$ cat src/rtl/sweep_ctrl_multi.sv
// -----------------------------------------------------------------------------
// sweep_ctrl_multi
//
// Avalon-MM slave that sweeps a contiguous block of read addresses, shared by
// NUM_CH test channels, and issues per-channel write-backs PIPE_LAT cycles
// after each read address. Supports one-shot and loop sweeps and abort.
//
// Optional build macro: SWEEP_CYCLE_COUNTER_EN
//   defined   -> CYCLES register is a saturating 32-bit busy-cycle counter
//   undefined -> CYCLES reads 0
//
// Ports
//   avalon_clock  sole clock (Avalon fabric and RAM ports)
//   resetn        asynchronous active-low reset
//   address       register select (0 CTRL, 1 START, 2 END, 3 MASK, 4 ID,
//                 5 CYCLES, 6 PASSES, 7 reads 0)
//   write         register write strobe, writedata its data
//   read          register read strobe, readdata registered the cycle after
//   r_addr        read address shared by all channels
//   w_addr        write-back address shared by all channels
//   we            per-channel result-RAM write enables
//   we_read       read-RAM write enables, tied low
//   busy          high while sweeping or draining
//
// State table
//   state | meaning
//   IDLE  | reset state, waiting for go
//   RUN   | issuing one read address per cycle
//   DRAIN | pipe flushing, PIPE_LAT cycles of zero valid bits
//   DONE  | sweep finished, done sticky until next go
// -----------------------------------------------------------------------------
module sweep_ctrl_multi #(
   parameter logic [31:0] ID       = 32'd1,
   parameter int          ADDR_W   = 11,
   parameter int          NUM_CH   = 2,
   parameter int          PIPE_LAT = 2
) (
   input  logic              avalon_clock,
   input  logic              resetn,
   input  logic [2:0]        address,
   input  logic              write,
   input  logic [31:0]       writedata,
   input  logic              read,
   output logic [31:0]       readdata,
   output logic [ADDR_W-1:0] r_addr,
   output logic [ADDR_W-1:0] w_addr,
   output logic [NUM_CH-1:0] we,
   output logic [NUM_CH-1:0] we_read,
   output logic              busy
);

   typedef enum logic [1:0] {IDLE, RUN, DRAIN, DONE} state_t;

   localparam int DW = (PIPE_LAT > 1) ? $clog2(PIPE_LAT) : 1;
   localparam logic [DW-1:0]   DRAIN_INIT = DW'(PIPE_LAT - 1);
   localparam logic [ADDR_W:0] END_ONE    = {{ADDR_W{1'b0}}, 1'b1};

   state_t              state;
   logic [ADDR_W-1:0]   start_reg;
   logic [ADDR_W:0]     end_reg;
   logic [NUM_CH-1:0]   mask_reg;
   logic [NUM_CH-1:0]   mask_run;
   logic                loop_run;
   logic                done;
   logic [15:0]         passes;
   logic [31:0]         cycles;
   logic [DW-1:0]       drain_cnt;

   logic [ADDR_W-1:0]   addr_pipe [PIPE_LAT];
   logic [NUM_CH-1:0]   we_pipe   [PIPE_LAT];

   logic                ctrl_wr;
   logic                go_req;
   logic                abort_req;
   logic                last_addr;
   logic                zero_len;
   logic [31:0]         rd_mux;
   logic                unused_wdata;

   assign ctrl_wr   = write && (address == 3'd0);
   assign go_req    = ctrl_wr && writedata[0];
   assign abort_req = ctrl_wr && !writedata[0];
   // END is one bit wider than r_addr so END = 2^ADDR_W ends on the top address
   assign last_addr = ({1'b0, r_addr} == (end_reg - END_ONE));
   assign zero_len  = !({1'b0, start_reg} < end_reg);
   assign we_read   = '0;
   assign unused_wdata = ^writedata;

   // Sweep sequencer
   always_ff @(posedge avalon_clock or negedge resetn) begin
      if (!resetn) begin
         state     <= IDLE;
         r_addr    <= '0;
         busy      <= 1'b0;
         done      <= 1'b0;
         loop_run  <= 1'b0;
         mask_run  <= '0;
         passes    <= '0;
         drain_cnt <= '0;
      end else begin
         case (state)
            IDLE, DONE: begin
               if (go_req) begin
                  r_addr   <= start_reg;
                  passes   <= '0;
                  done     <= 1'b0;
                  loop_run <= writedata[1];
                  mask_run <= mask_reg;
                  busy     <= 1'b1;
                  if (zero_len) begin
                     state     <= DRAIN;
                     drain_cnt <= DRAIN_INIT;
                  end else begin
                     state <= RUN;
                  end
               end
            end
            RUN: begin
               if (last_addr) begin
                  if (passes != 16'hFFFF)
                     passes <= passes + 16'd1;
                  r_addr <= loop_run ? start_reg : r_addr + ADDR_W'(1);
               end else begin
                  r_addr <= r_addr + ADDR_W'(1);
               end
               // abort still lets the address issued this cycle reach its write-back
               if (abort_req || (last_addr && !loop_run)) begin
                  state     <= DRAIN;
                  drain_cnt <= DRAIN_INIT;
               end
            end
            DRAIN: begin
               if (drain_cnt == '0) begin
                  state <= DONE;
                  busy  <= 1'b0;
                  done  <= 1'b1;
               end else begin
                  drain_cnt <= drain_cnt - DW'(1);
               end
            end
            default: state <= IDLE;
         endcase
      end
   end

   // Write-back delay line; per-channel enables are formed at issue time so
   // the output stage is a plain register.
   always_ff @(posedge avalon_clock or negedge resetn) begin
      if (!resetn) begin
         for (int i = 0; i < PIPE_LAT; i++) begin
            addr_pipe[i] <= '0;
            we_pipe[i]   <= '0;
         end
      end else begin
         addr_pipe[0] <= r_addr;
         we_pipe[0]   <= (state == RUN) ? mask_run : '0;
         for (int i = 1; i < PIPE_LAT; i++) begin
            addr_pipe[i] <= addr_pipe[i-1];
            we_pipe[i]   <= we_pipe[i-1];
         end
      end
   end

   assign w_addr = addr_pipe[PIPE_LAT-1];
   assign we     = we_pipe[PIPE_LAT-1];

   // Configuration registers, frozen while a sweep is in progress
   always_ff @(posedge avalon_clock or negedge resetn) begin
      if (!resetn) begin
         start_reg <= '0;
         end_reg   <= '0;
         mask_reg  <= '1;
      end else if (write && !busy) begin
         case (address)
            3'd1:    start_reg <= writedata[ADDR_W-1:0];
            3'd2:    end_reg   <= writedata[ADDR_W:0];
            3'd3:    mask_reg  <= writedata[NUM_CH-1:0];
            default: ;
         endcase
      end
   end

`ifdef SWEEP_CYCLE_COUNTER_EN
   always_ff @(posedge avalon_clock or negedge resetn) begin
      if (!resetn)
         cycles <= '0;
      else if (((state == IDLE) || (state == DONE)) && go_req)
         cycles <= '0;
      else if (busy && (cycles != 32'hFFFF_FFFF))
         cycles <= cycles + 32'd1;
   end
`else
   assign cycles = '0;
`endif

   always_comb begin
      rd_mux = '0;
      case (address)
         3'd0:    rd_mux = {29'b0, done, loop_run, busy};
         3'd1:    rd_mux[ADDR_W-1:0] = start_reg;
         3'd2:    rd_mux[ADDR_W:0]   = end_reg;
         3'd3:    rd_mux[NUM_CH-1:0] = mask_reg;
         3'd4:    rd_mux = ID;
         3'd5:    rd_mux = cycles;
         3'd6:    rd_mux[15:0] = passes;
         default: rd_mux = '0;
      endcase
   end

   // Registered read port; a same-cycle write is not visible until next read
   always_ff @(posedge avalon_clock or negedge resetn) begin
      if (!resetn)
         readdata <= '0;
      else if (read)
         readdata <= rd_mux;
   end

endmodule

$ cat config.mk
export PLATFORM = sky130hd
export DESIGN_NAME = sweep_ctrl_multi
export DESIGN_NICKNAME = d
export VERILOG_FILES = /design/src/rtl/sweep_ctrl_multi.sv
export SDC_FILE = /design/constraint.sdc
export NUM_CORES = 1
export LEC_CHECK = 0
export CORE_MARGIN = 5
export CORE_UTILIZATION = 55
export CTS_BUF_LIST = sky130_fd_sc_hd__clkbuf_8
export DETAILED_ROUTE_END_ITERATION = 6
export PLACE_DENSITY = 0.9
export SYNTH_ARGS = -nofsm -noshare
export SYNTH_HDL_FRONTEND = slang
export SYNTH_SLANG_ARGS = --single-unit
export TNS_END_PERCENT = 30
$ cat constraint.sdc
create_clock -name avalon_clock -period 6.3 [get_ports avalon_clock]
set_clock_uncertainty 0.1 [all_clocks]
set_input_delay 1.26 -clock avalon_clock [delete_from_list [all_inputs] [get_ports avalon_clock]]
set_output_delay 1.26 -clock avalon_clock [all_outputs]
set_load 0.03 [all_outputs]
Word level (Yosys, flattened, before mapping)
Index checks and enable logic that the tools add are counted.
W data, S select, Z words.
{ "classes": {"addsub": 4, "n_lt_le_gt_ge": 1, "n_eq_ne": 16, "n_mux": 29, "n_reduce_logical": 23} }
{ "op_table": {"columns": ["operator", "count"], "rows": [
  ["$mux W16", 3],
  ["$pmux W9 S4", 1],
  ["$mux W11", 3],
  ["$pmux W16 S2", 1],
  ["$pmux W11 S2", 1],
  ["$add A16 B1 Y16 const B", 1],
  ["$ne A16 B16 Y1 const B", 1],
  ["$eq A11 B12 Y1", 1],
  ["$lt A11 B12 Y1", 1],
  ["$ne A2 B2 Y1 const B", 6],
  ["$pmux W2 S6", 1],
  ["$sub A12 B1 Y12 const B", 1],
  ["$add A11 B1 Y11 const B", 1],
  ["$mux W2", 5],
  ["$reduce_and A2 Y1", 5],
  ["$reduce_and A3 Y1", 3],
  ["$mux W1", 8],
  ["$eq A3 B2 Y1 const B", 2],
  ["$eq A3 B3 Y1 const B", 2],
  ["$pmux W1 S2", 3],
  ["$pmux W2 S3", 1],
  ["$logic_and A1 B1 Y1", 5],
  ["$eq A2 B2 Y1 const B", 2],
  ["$mux W4", 1],
  ["other kinds (11)", 14]
]} }
{ "totals": {"register_bits": 102, "out_inout_bits": 59} }

Logic depth before layout (Yosys ltp)
{ "logic_depth": {"word_depth": 6, "depth_mapped": 13} }

Worst setup path after synthesis
Ideal clock, no wire load.
{ "synth_timing": {"path_type": "input -> register", "startpoint": "input address[1]", "endpoint": "register passes[7]", "setup_time_ns": 0.132, "t_arrival_ns": 2.935, "slack_ns": 3.134, "path_stages": 8, "n_path_buf": 1, "path_cell_list": "nor4b_1 > nand3_1 > o21ai_1 > a31oi_2 > buf_6 > nor4_2 > xnor2_1 > nor2_1"} }
{ "synth_via": {"elab_chain_cells": 5} }
{ "synth_lines": {"columns": ["element", "line_no", "source"], "rows": [
  ["start: declaration", "40", "input logic [2:0] address,"],
  ["$logic_not A3 Y1", "80", "assign ctrl_wr = write && (address == 3'd0);"],
  ["$logic_and A1 B1 Y1", "80", null],
  ["$logic_and A1 B1 Y1", "81", "assign go_req = ctrl_wr && writedata[0];"],
  ["$ne A2 B2 Y1 (no line)", null, null],
  ["$reduce_and A4 Y1 (no line)", null, null],
  ["end signal: assignment", "121", "passes <= passes + 16'd1;"],
  ["end: declaration", "65", "logic [15:0] passes;"]
]} }
Every way passes these cells.
A chain may end at the register's enable or synchronous reset.

Worst setup path after layout
{ "layout_timing": {"startpoint": "input address[1]", "endpoint": "register passes[6]"} }
The elaborated chain is that of the path after synthesis.

==> metrics.log <==
[metrics] Gate Count Post-Synth: 544
[metrics] Antenna Violating Nets Remaining: 0
[metrics] Leakage Power: 2.61 nW
[metrics] Hold WC Path Type: reg -> reg
[metrics] share of flip-flops with an asynchronous set or reset after synthesis: 1.00
[metrics] final routed wirelength across all metal layers: 12100 um
[metrics] number of antenna repair diodes: 0
[metrics] fraction of the yosys area taken by sequential cells: 0.472
[metrics] violation count after the first detailed-route iteration: 250
[metrics] later-pin clock latency in the skew report: 0.37 ns
[metrics] most area-consuming cells after synthesis: dfrtp_1 (46%), mux2_2 (6.2%), buf_4 (4.3%)
[metrics] detailed-placement wirelength estimate: 8700 um
[metrics] RSZ-0062 raised after global routing: no
[metrics] total via count after detailed routing: 4194
[metrics] worst-case reg-to-reg path depth: 9
[metrics] Synthesis Warnings: 0
[metrics] worst voltage drop across the vdd grid: 0.000201 V
[metrics] Hold Crit Depth: 0
[metrics] Synth Area per Inst: 9.95 um2
[metrics] minimum setup slack after placement: 2.04 ns
[metrics] maximum number of pins on one net before global-route repair: 54
[metrics] count of input and output buffers: 59
[metrics] cell type with the highest aggregate area in the netlist: dfrtp_1
[metrics] Worst Hold Path EP: w_addr[1]
[metrics] sum of negative setup slack: 0 ns
[metrics] number of buffers inserted by hold repair at cts: 0
[metrics] element type at the critical path start: primary input
[metrics] number of sinks handled by clock tree synthesis: 102
[metrics] Max Root-Sink Buffers: 2
[metrics] floorplan row count: 36
[metrics] antenna violations before repair: 0
[metrics] achievable clock frequency: 0.252 GHz
[metrics] Die Span X: 109 um
[metrics] Power Density: 458 nW/um2
[metrics] final std cells w/o fill: 715
[metrics] Area growth, synth to finish: 12.6%
[metrics] endpoint required time on the critical path: 6.48 ns
[metrics] area share of the leading cell type in the synthesized netlist: 0.462
[metrics] synthesized flop and latch total: 102
[metrics] total die area: 11900 um2
[metrics] worst slew margin relative to its limit: 0.263
[metrics] number of buffers inserted during clock tree synthesis: 9
[metrics] area of the mapped netlist: 5410 um2
[metrics] sum of overflow across all layers after global routing: 0
[metrics] clock tree from TritonCTS: done
[metrics] total chip power: 0.00279 W
[metrics] Die Span Y: 109 um
[metrics] via density per instance: 5.87
[metrics] number of buffers added for setup after CTS: 0
[metrics] Placer Congestion: 0.857
[metrics] Final Slew Violations: 0
[metrics] number of instances resized during post-cts repair: 0
[metrics] area of the core region: 9680 um2
[metrics] fraction of layout instances using a drive strength above 1: 0.113
[metrics] per-cell routed wire length: 17.0 um
[metrics] remaining routing DRC violations: 0
[metrics] count of final setup violators: 0
[metrics] endpoint of the worst-slack reg-to-reg timing path: r_addr[6]
[metrics] router iterations before antenna repair: 5
[metrics] Period minus WS final: 3.96 ns
[metrics] count of cell types in the netlist: 62
[metrics] Initial Utilization: 0.559
[metrics] H-tree depth: 3
[metrics] gr usage total: 0.214
[metrics] root cell of the clock tree: clkbuf_8
[metrics] startpoint of the tightest hold check path: addr_pipe[12]
[metrics] setup ws final: 2.34 ns
[metrics] result of the run: finished, final reports clean
[metrics] count of boundary I/O pins: 98
[metrics] critical path fanouts, max: 24
[metrics] wire length of the first global-routing pass: 20000 um
[metrics] worst flop-to-flop path startpoint: end_reg[4]
[metrics] Max Cap Violations: 0
[metrics] EDFF count, synth: 0
[metrics] clock transition time at the flip-flop clock pins of the worst setup and hold paths: 0.09 ns
[metrics] minimum setup slack among reg-to-reg paths: 2.73 ns
[metrics] cell count after placement: 699
[metrics] final critical-path share of the clock period: 0.629
[metrics] most instantiated library cell after synthesis: dfrtp_1
[metrics] via count of the first global-routing pass: 4146
[metrics] data arrival time of the critical path: 4.14 ns
[metrics] most common library cells after synthesis: dfrtp_1 (100), a21oi_1 (42), nand2_1 (40), inv_1 (35), nor2_1 (32)
[metrics] Worst Setup Path Type: in -> reg
[metrics] CP Capture Type: register
[metrics] NumNets Final: 631
[metrics] Final Hold Fails: 0
[metrics] critical path launch point: address[1]
[metrics] flip-flop cell with the highest count after synthesis: dfrtp_1
[metrics] slew at the pin with the worst max-slew slack: 1.11 ns
[per-stage QoR]
stage          hold WS [ns]   util  instance area, um2
4_1_cts               0.250  0.630                6100
5_1_grt               0.263  0.630                6100
3_5_place_dp          0.235  0.610                5910
6_report              0.243  0.630                6100
2_1_floorplan         0.231      -                5480
3_3_place_gp          0.232  0.610                5910
[power breakdown]
group | switching [W] | internal (W)
Clock | 0.000223 | 0.000166
Sequential | 0.000258 | 0.000873
Combinational | 0.000723 | 0.000549
Total | 0.00120 | 0.00159
[per-layer routing]
layer / share of wire / wire, um / track usage
met5: 0 / 0 / 0
met4: 0.021 / 250 / 0.0748
met3: 0.084 / 1020 / 0.0426
met2: 0.50 / 6020 / 0.362
met1: 0.40 / 4840 / 0.276
[worst max-delay path: stages]
cell and delay [ns]:
clkdlybuf4s50_1 0.65, nor4b_1 0.58, nand3_1 0.30, o21ai_1 0.21, a31oi_2 0.43, or3_1 0.51
a21oi_1 0.19
[worst max-delay path by stage]
stage,endpoint,slack [ns],depth (start not counted)
2_1_floorplan,passes[7],3.13,8
3_3_place_gp,passes[14],2.15,7
3_5_place_dp,passes[12],2.04,7
4_1_cts,passes[6],2.40,7
5_1_grt,passes[6],2.19,7
6_report,passes[6],2.34,7
[logic make-up after synthesis]
group,synth area share
flip-flops,0.472
AND/OR/NAND/NOR,0.148
AO/OA/AOI/OAI,0.133
adder cells (fa/ha/maj),0.0347
other,0.000693
XOR/XNOR,0.0307
multiplexers,0.0920
buffers and inverters,0.0897
[cell usage in the layout, fill, tap and decap left out, types with 3 or more instances in the layout]
cell,n
a211oi_1,3
or3_1,8
clkdlybuf4s50_1,58
buf_4,5
nor3_2,4
nor3_1,8
mux2i_1,16
and2_1,3
nor2b_1,3
nand4_1,6
mux2_2,30
a31oi_1,4
a311oi_1,3
nand2_1,40
conb_1,18
xor2_1,5
nor4b_1,3
xnor2_1,14
nor2_1,32
clkbuf_8,11
nor3b_1,3
o21ai_0,24
inv_1,36
nand3_1,19
dfrtp_1,100
a21oi_1,41
ha_1,15
nand2b_1,8
o22ai_1,15
and3_1,6
a21o_1,4
[cell type report]
cell class              count  area [um2]
clock inverters             5        33.8
fillers                   741        3590
flip-flops and latches    102        2550
well taps                 133         166
multi-input cells         366        2440
clock buffers              11         151
inverters                  35         131
repair buffers             63         618
Power figures use the tool's default switching activity.
